$ cat src/rtl/serial_ne.sv
// Bit-serial inequality comparator: operands arrive one bit pair per cycle,
// LSB first; O reports A != B after exactly WIDTH accepted pairs.
module serial_ne #(
  parameter int WIDTH = 8
) (
  input  logic CLK,
  input  logic ASYNCRESET,
  input  logic START,
  input  logic VALID,
  input  logic I0,
  input  logic I1,
  output logic O,
  output logic DONE,
  output logic BUSY
);

  localparam int CW = $clog2(WIDTH);
  localparam logic [CW-1:0] LAST = CW'(WIDTH - 1);

  typedef enum logic {IDLE, SHIFT} state_t;

  state_t        state_q, state_d;
  logic          acc_q, acc_d;
  logic [CW-1:0] cnt_q, cnt_d;
  logic          o_q, o_d;
  logic          done_q, done_d;
  logic          mis;

  assign mis = acc_q | (I0 ^ I1);

  always_ff @(posedge CLK or posedge ASYNCRESET) begin
    if (ASYNCRESET) begin
      state_q <= IDLE;
      acc_q   <= 1'b0;
      cnt_q   <= '0;
      o_q     <= 1'b0;
      done_q  <= 1'b0;
    end else begin
      state_q <= state_d;
      acc_q   <= acc_d;
      cnt_q   <= cnt_d;
      o_q     <= o_d;
      done_q  <= done_d;
    end
  end

  always_comb begin
    state_d = state_q;
    acc_d   = acc_q;
    cnt_d   = cnt_q;
    o_d     = o_q;
    done_d  = 1'b0;
    unique case (state_q)
      IDLE: begin
        if (START) begin
          state_d = SHIFT;
          acc_d   = 1'b0;
          cnt_d   = '0;
          o_d     = 1'b0;
        end
      end
      SHIFT: begin
        // No early-out: a mismatch only sets acc, the full word is always consumed
        if (VALID) begin
          acc_d = mis;
          if (cnt_q == LAST) begin
            o_d     = mis;
            done_d  = 1'b1;
            cnt_d   = '0;
            state_d = IDLE;
          end else begin
            cnt_d = cnt_q + 1'b1;
          end
        end
      end
      default: state_d = IDLE;
    endcase
  end

  assign O    = o_q;
  assign DONE = done_q;
  assign BUSY = (state_q == SHIFT);

endmodule

$ cat config.mk
export PLATFORM = sky130hd
export DESIGN_NAME = serial_ne
export DESIGN_NICKNAME = d
export VERILOG_FILES = /design/src/rtl/serial_ne.sv
export SDC_FILE = /design/constraint.sdc
export NUM_CORES = 1
export LEC_CHECK = 0
export ABC_AREA = 1
export BUFFER_PORTS_ARGS = -buffer_cell sky130_fd_sc_hd__buf_2
export CORE_AREA = 3 3 40 42
export CTS_CLUSTER_SIZE = 28
export DETAILED_ROUTE_END_ITERATION = 10
export DIE_AREA = 0 0 43 45
export GPL_ROUTABILITY_DRIVEN = 1
export PLACE_DENSITY = 0.58
export SLEW_MARGIN = 5
export SYNTH_ARGS = -nofsm -noshare
export SYNTH_HDL_FRONTEND = slang
export SYNTH_SLANG_ARGS = --single-unit
export TNS_END_PERCENT = 50
$ cat constraint.sdc
create_clock -name CLK -period 2 [get_ports CLK]
set_input_delay 0.4 -clock CLK [delete_from_list [all_inputs] [get_ports CLK]]
set_output_delay 0.4 -clock CLK [all_outputs]
set_load 0.02 [all_outputs]
; After elaboration in Yosys (flattened, before gate mapping)
; Cells that the tools add are included.
[totals]
reg_bits = 7
out_inout_bits = 3
[classes]
add_sub_neg = 1
eq_ne = 4
muxes = 17
n_bitwise = 3
n_reduce_logical = 2
[ops]
columns = cell, n
row1 = two-way mux 1 bit, 10
row2 = two-way mux 3 bit, 3
row3 = one-hot mux 1 bit (2 select lines), 3
row4 = one-hot mux 3 bit (2 select lines), 1
row5 = inequality test 2 bit (second input constant), 2
row6 = adder 3 x 1 -> 3 bit (second input constant), 1
row7 = equality test 3 bit (second input constant), 1
row8 = AND reduction 3 bit, 1
row9 = inequality test 2 x 1 -> 1 bit (second input constant), 1
row10 = AND reduction 2 bit, 1
row11 = NOT 1 bit, 1
row12 = OR 1 bit, 1
row13 = XOR 1 bit, 1

; Logic depth before layout (Yosys ltp)
[logic_depth]
word_depth = 5
depth_mapped = 6

; Worst setup path after synthesis
; OpenSTA, ideal clock, no wires.
[synth_timing]
path_type = register to register
from = register cnt_q[0]
to = register o_q, in the netlist O
setup_ns = 0.121
arrival_ns = 1.033
slack_ns = 0.846
path_stages_with_launch = 7
path_buffers = 0
path_cell_list = dfrtp_1 > ha_1 > ha_1 > inv_1 > o21ai_1 > nand3_1 > nand2_1
[synth_via]
elab_chain_cells = 3
[synth_rtl]
columns = element, line
row1 = "start, declared", 24  ; logic [CW-1:0] cnt_q, cnt_d;
row2 = "start signal, assigned", 41  ; cnt_q <= cnt_d;
row3 = equality test 3 bit, 66  ; if (cnt_q == LAST) begin
row4 = inequality test 2 x 1 -> 1 bit (no line), -
row5 = AND reduction 3 bit (no line), -
row6 = "end signal, assigned", 36  ; o_q <= 1'b0;
row7 = "end signal, assigned", 42  ; o_q <= o_d;
row8 = "end, declared", 25  ; logic o_q, o_d;
; Every way passes these cells.
; A chain may end at the register's enable or synchronous reset.

; Worst setup path after layout
[layout_timing]
from = register state_q, in the netlist BUSY
to = output BUSY
[layout_rtl]
columns = element, line
row1 = "start, declared", 22  ; state_t state_q, state_d;
row2 = "start signal, assigned", 39  ; state_q <= state_d;
row3 = "end, declared", 14  ; output logic BUSY
; No word-level cell between the ends.

==> flow_summary.json <==
{
  "yosysTopAreaCellShare_pct": 48.3,
  "p_leak_uw": 0.000259,
  "coreArea_sq_um": 1280,
  "synth_top_family_by_area": "simple AND/OR/NAND/NOR gates",
  "cp.depth": 1,
  "rows": 13,
  "required_ns": 1.60,
  "cts.path.max_buffers": 2,
  "numPortBuffers": 8,
  "gr-total-overflow": 0,
  "crit_path_end_kind": "output pin",
  "cts.repair.resized": 0,
  "insertion_delay_ns": 0.26,
  "startpoint": "BUSY",
  "ys_ff_latch": 7,
  "die-area_sq_um": 1940,
  "worstPathMaxFanout": 7,
  "power_uw": 596,
  "synth_nets": 50,
  "period_share_pct": 66.5,
  "hold_violations": 0,
  "dp_hpwl_microns": 475,
  "synth_xor_area_share_pct": 0,
  "worstPathBufferInverterCount": 1,
  "grt_max_degree": 8,
  "postLayoutCellArea_sq_um": 448,
  "vdd_drop_max_uv": 544,
  "cts_tree": "yes",
  "crit_family": "flip-flops",
  "pin_count": 9,
  "fp.dieW_microns": 43,
  "cp_cell_sequence": "buf_2",
  "clk_pin_slew_ns": 0.06,
  "cts_made_buffers": 3,
  "synthCells": 41,
  "area_growth_pct": 23.4,
  "status": "finished, final reports clean",
  "fmax_ghz": 0.751,
  "synth-simple-area-share_pct": 30.3,
  "reg2regPathDepth": 6,
  "timing.rr.start": "cnt_q[0]",
  "start_util_pct": 28.2,
  "antenna_found_initial": 0,
  "final_common_cell": "nand2_1",
  "finalSetupTns_ns": 0,
  "drt_iter0_markers": 2,
  "worst_pin_slew_ns": 0.282,
  "synth.yosys.warnings": 0,
  "cpPeakStageDelay_ns": 0.46,
  "min_path_type": "input pin to async pin",
  "wl_per_cell_microns": 9.15,
  "p_per_area_nw_per_um2": 1330,
  "cts_hold_buf": 0,
  "yosys.area.top_type": "dfrtp_1",
  "routed_wl_microns": 622,
  "synth_compound_area_share_pct": 5.86,
  "rsz0062_at_grt": "no",
  "reg2reg_slack_ns": 0.81,
  "rr_endpoint": "O",
  "syn_area_sq_um": 363,
  "clkSinkCount": 7,
  "drtAntennaViolNets": 0,
  "dpl-instance-area_sq_um": 422,
  "drive_above_1_share_pct": 28.3,
  "grt_pass1_wl_microns": 1150,
  "grt_use_total_pct": 8.63,
  "arrival_ns": 0.93,
  "cts_setup_buffers": 0,
  "drv_cap": 0,
  "drv_slew": 0,
  "yosys.area_share.adder_pct": 10.3,
  "crit_path_end": "BUSY",
  "clock_skew_ns": 0.00912,
  "min_period_ns": 1.33,
  "dieHeight_microns": 45,
  "drc": 0,
  "gp_congestion": 0.752,
  "ys_top_cells_by_area": "dfrtp_1 48%, nand2_1 11%, ha_1 10%",
  "synth_cell_types": 13,
  "vias_per_cell": 4.40,
  "critical_path_class": "register to output pin",
  "dr.pass1.iters": 2,
  "muxShareOfSynthArea_pct": 0,
  "layout_common_cells": "11 x nand2_1, 8 x buf_2, 7 x dfrtp_1",
  "nNetsFinal": 63,
  "synth_area_per_cell_sq_um": 8.85,
  "h-tree-depth": 1,
  "cpMaxStageDelayCell": "dfrtp_1",
  "route.vias.total": 299,
  "finalSetupViolCount": 0,
  "diodes": 0,
  "grt_pass1_vias": 288,
  "slew_headroom_pct": 81.2,
  "worst_setup_path_start_kind": "register",
  "root_buffer": "clkbuf_4",
  "seq_area_frac_synth_pct": 48.3
}
-- final cells by class --
type	instances	area [sq um]
clock buffers	4	26.3
well taps	15	18.8
repair buffers	8	40.0
fillers	134	837
inverters	5	18.8
flip-flops and latches	7	175
multi-input cells	29	169
-- logic make-up (layout without fill, tap and decap cells) --
group                      count (synthesis)  after routing
adders and majority gates                  3              3
buffers and inverters                      5             17
and+or+nand+nor                           23             23
DFF                                        7              7
AOI/OAI and AO/OA                          3              3
-- sequential cells by signal (all words and copies together), names as in the netlist --
name and count:
BUSY 1, DONE 1, O 1, acc_q 1
cnt_q 3
-- synth_stat cells --
| library cell | number |
|---|---|
| nand3b_1 | 1 |
| nor2_2 | 1 |
| dfrtp_1 | 7 |
| ha_1 | 3 |
| nand2_1 | 11 |
| nor2_1 | 2 |
| nand2_4 | 1 |
| inv_1 | 5 |
| o211ai_1 | 1 |
| nand2_2 | 1 |
| a21oi_2 | 1 |
| o21ai_1 | 1 |
| nand3_1 | 6 |
-- power breakdown --
part / leakage, uW / total [uW] / switching [uW] / internal, uW
Clock: 0.0000150 / 132 / 55.7 / 76.4
Sequential: 0.0000847 / 247 / 46.1 / 201
Combinational: 0.000160 / 217 / 128 / 89.4
-- how the worst min path moves through the flow --
stage | start | to | slack (ns)
2_1_floorplan | ASYNCRESET | BUSY | 0.20
3_3_place_gp | ASYNCRESET | acc_q | 0.34
3_5_place_dp | ASYNCRESET | DONE | 0.35
4_1_cts | ASYNCRESET | acc_q | 0.06
5_1_grt | ASYNCRESET | DONE | 0.08
6_report | ASYNCRESET | acc_q | 0.06
-- layer usage --
| layer | vias up | global-route usage [%] | share of wire (%) |
|---|---|---|---|
| met5 | - | 0 | 0 |
| met2 | 11 | 11.7 | 37 |
| met1 | 128 | 9.83 | 48 |
| met4 | 0 | 5.42 | 2.7 |
| li1 | 157 | - | - |
| met3 | 3 | 5.98 | 12 |
-- metrics by stage --
step	utilization, %	std cells	hold slack (ns)	setup slack (ns)
2_1_floorplan	-	41	0.203	0.846
3_3_place_gp	32.8	64	0.343	0.800
3_5_place_dp	32.8	64	0.348	0.801
4_1_cts	34.9	68	0.0644	0.651
5_1_grt	34.9	68	0.0788	0.617
6_report	34.9	68	0.0617	0.669
No activity file was read; power rests on OpenSTA's default activity.
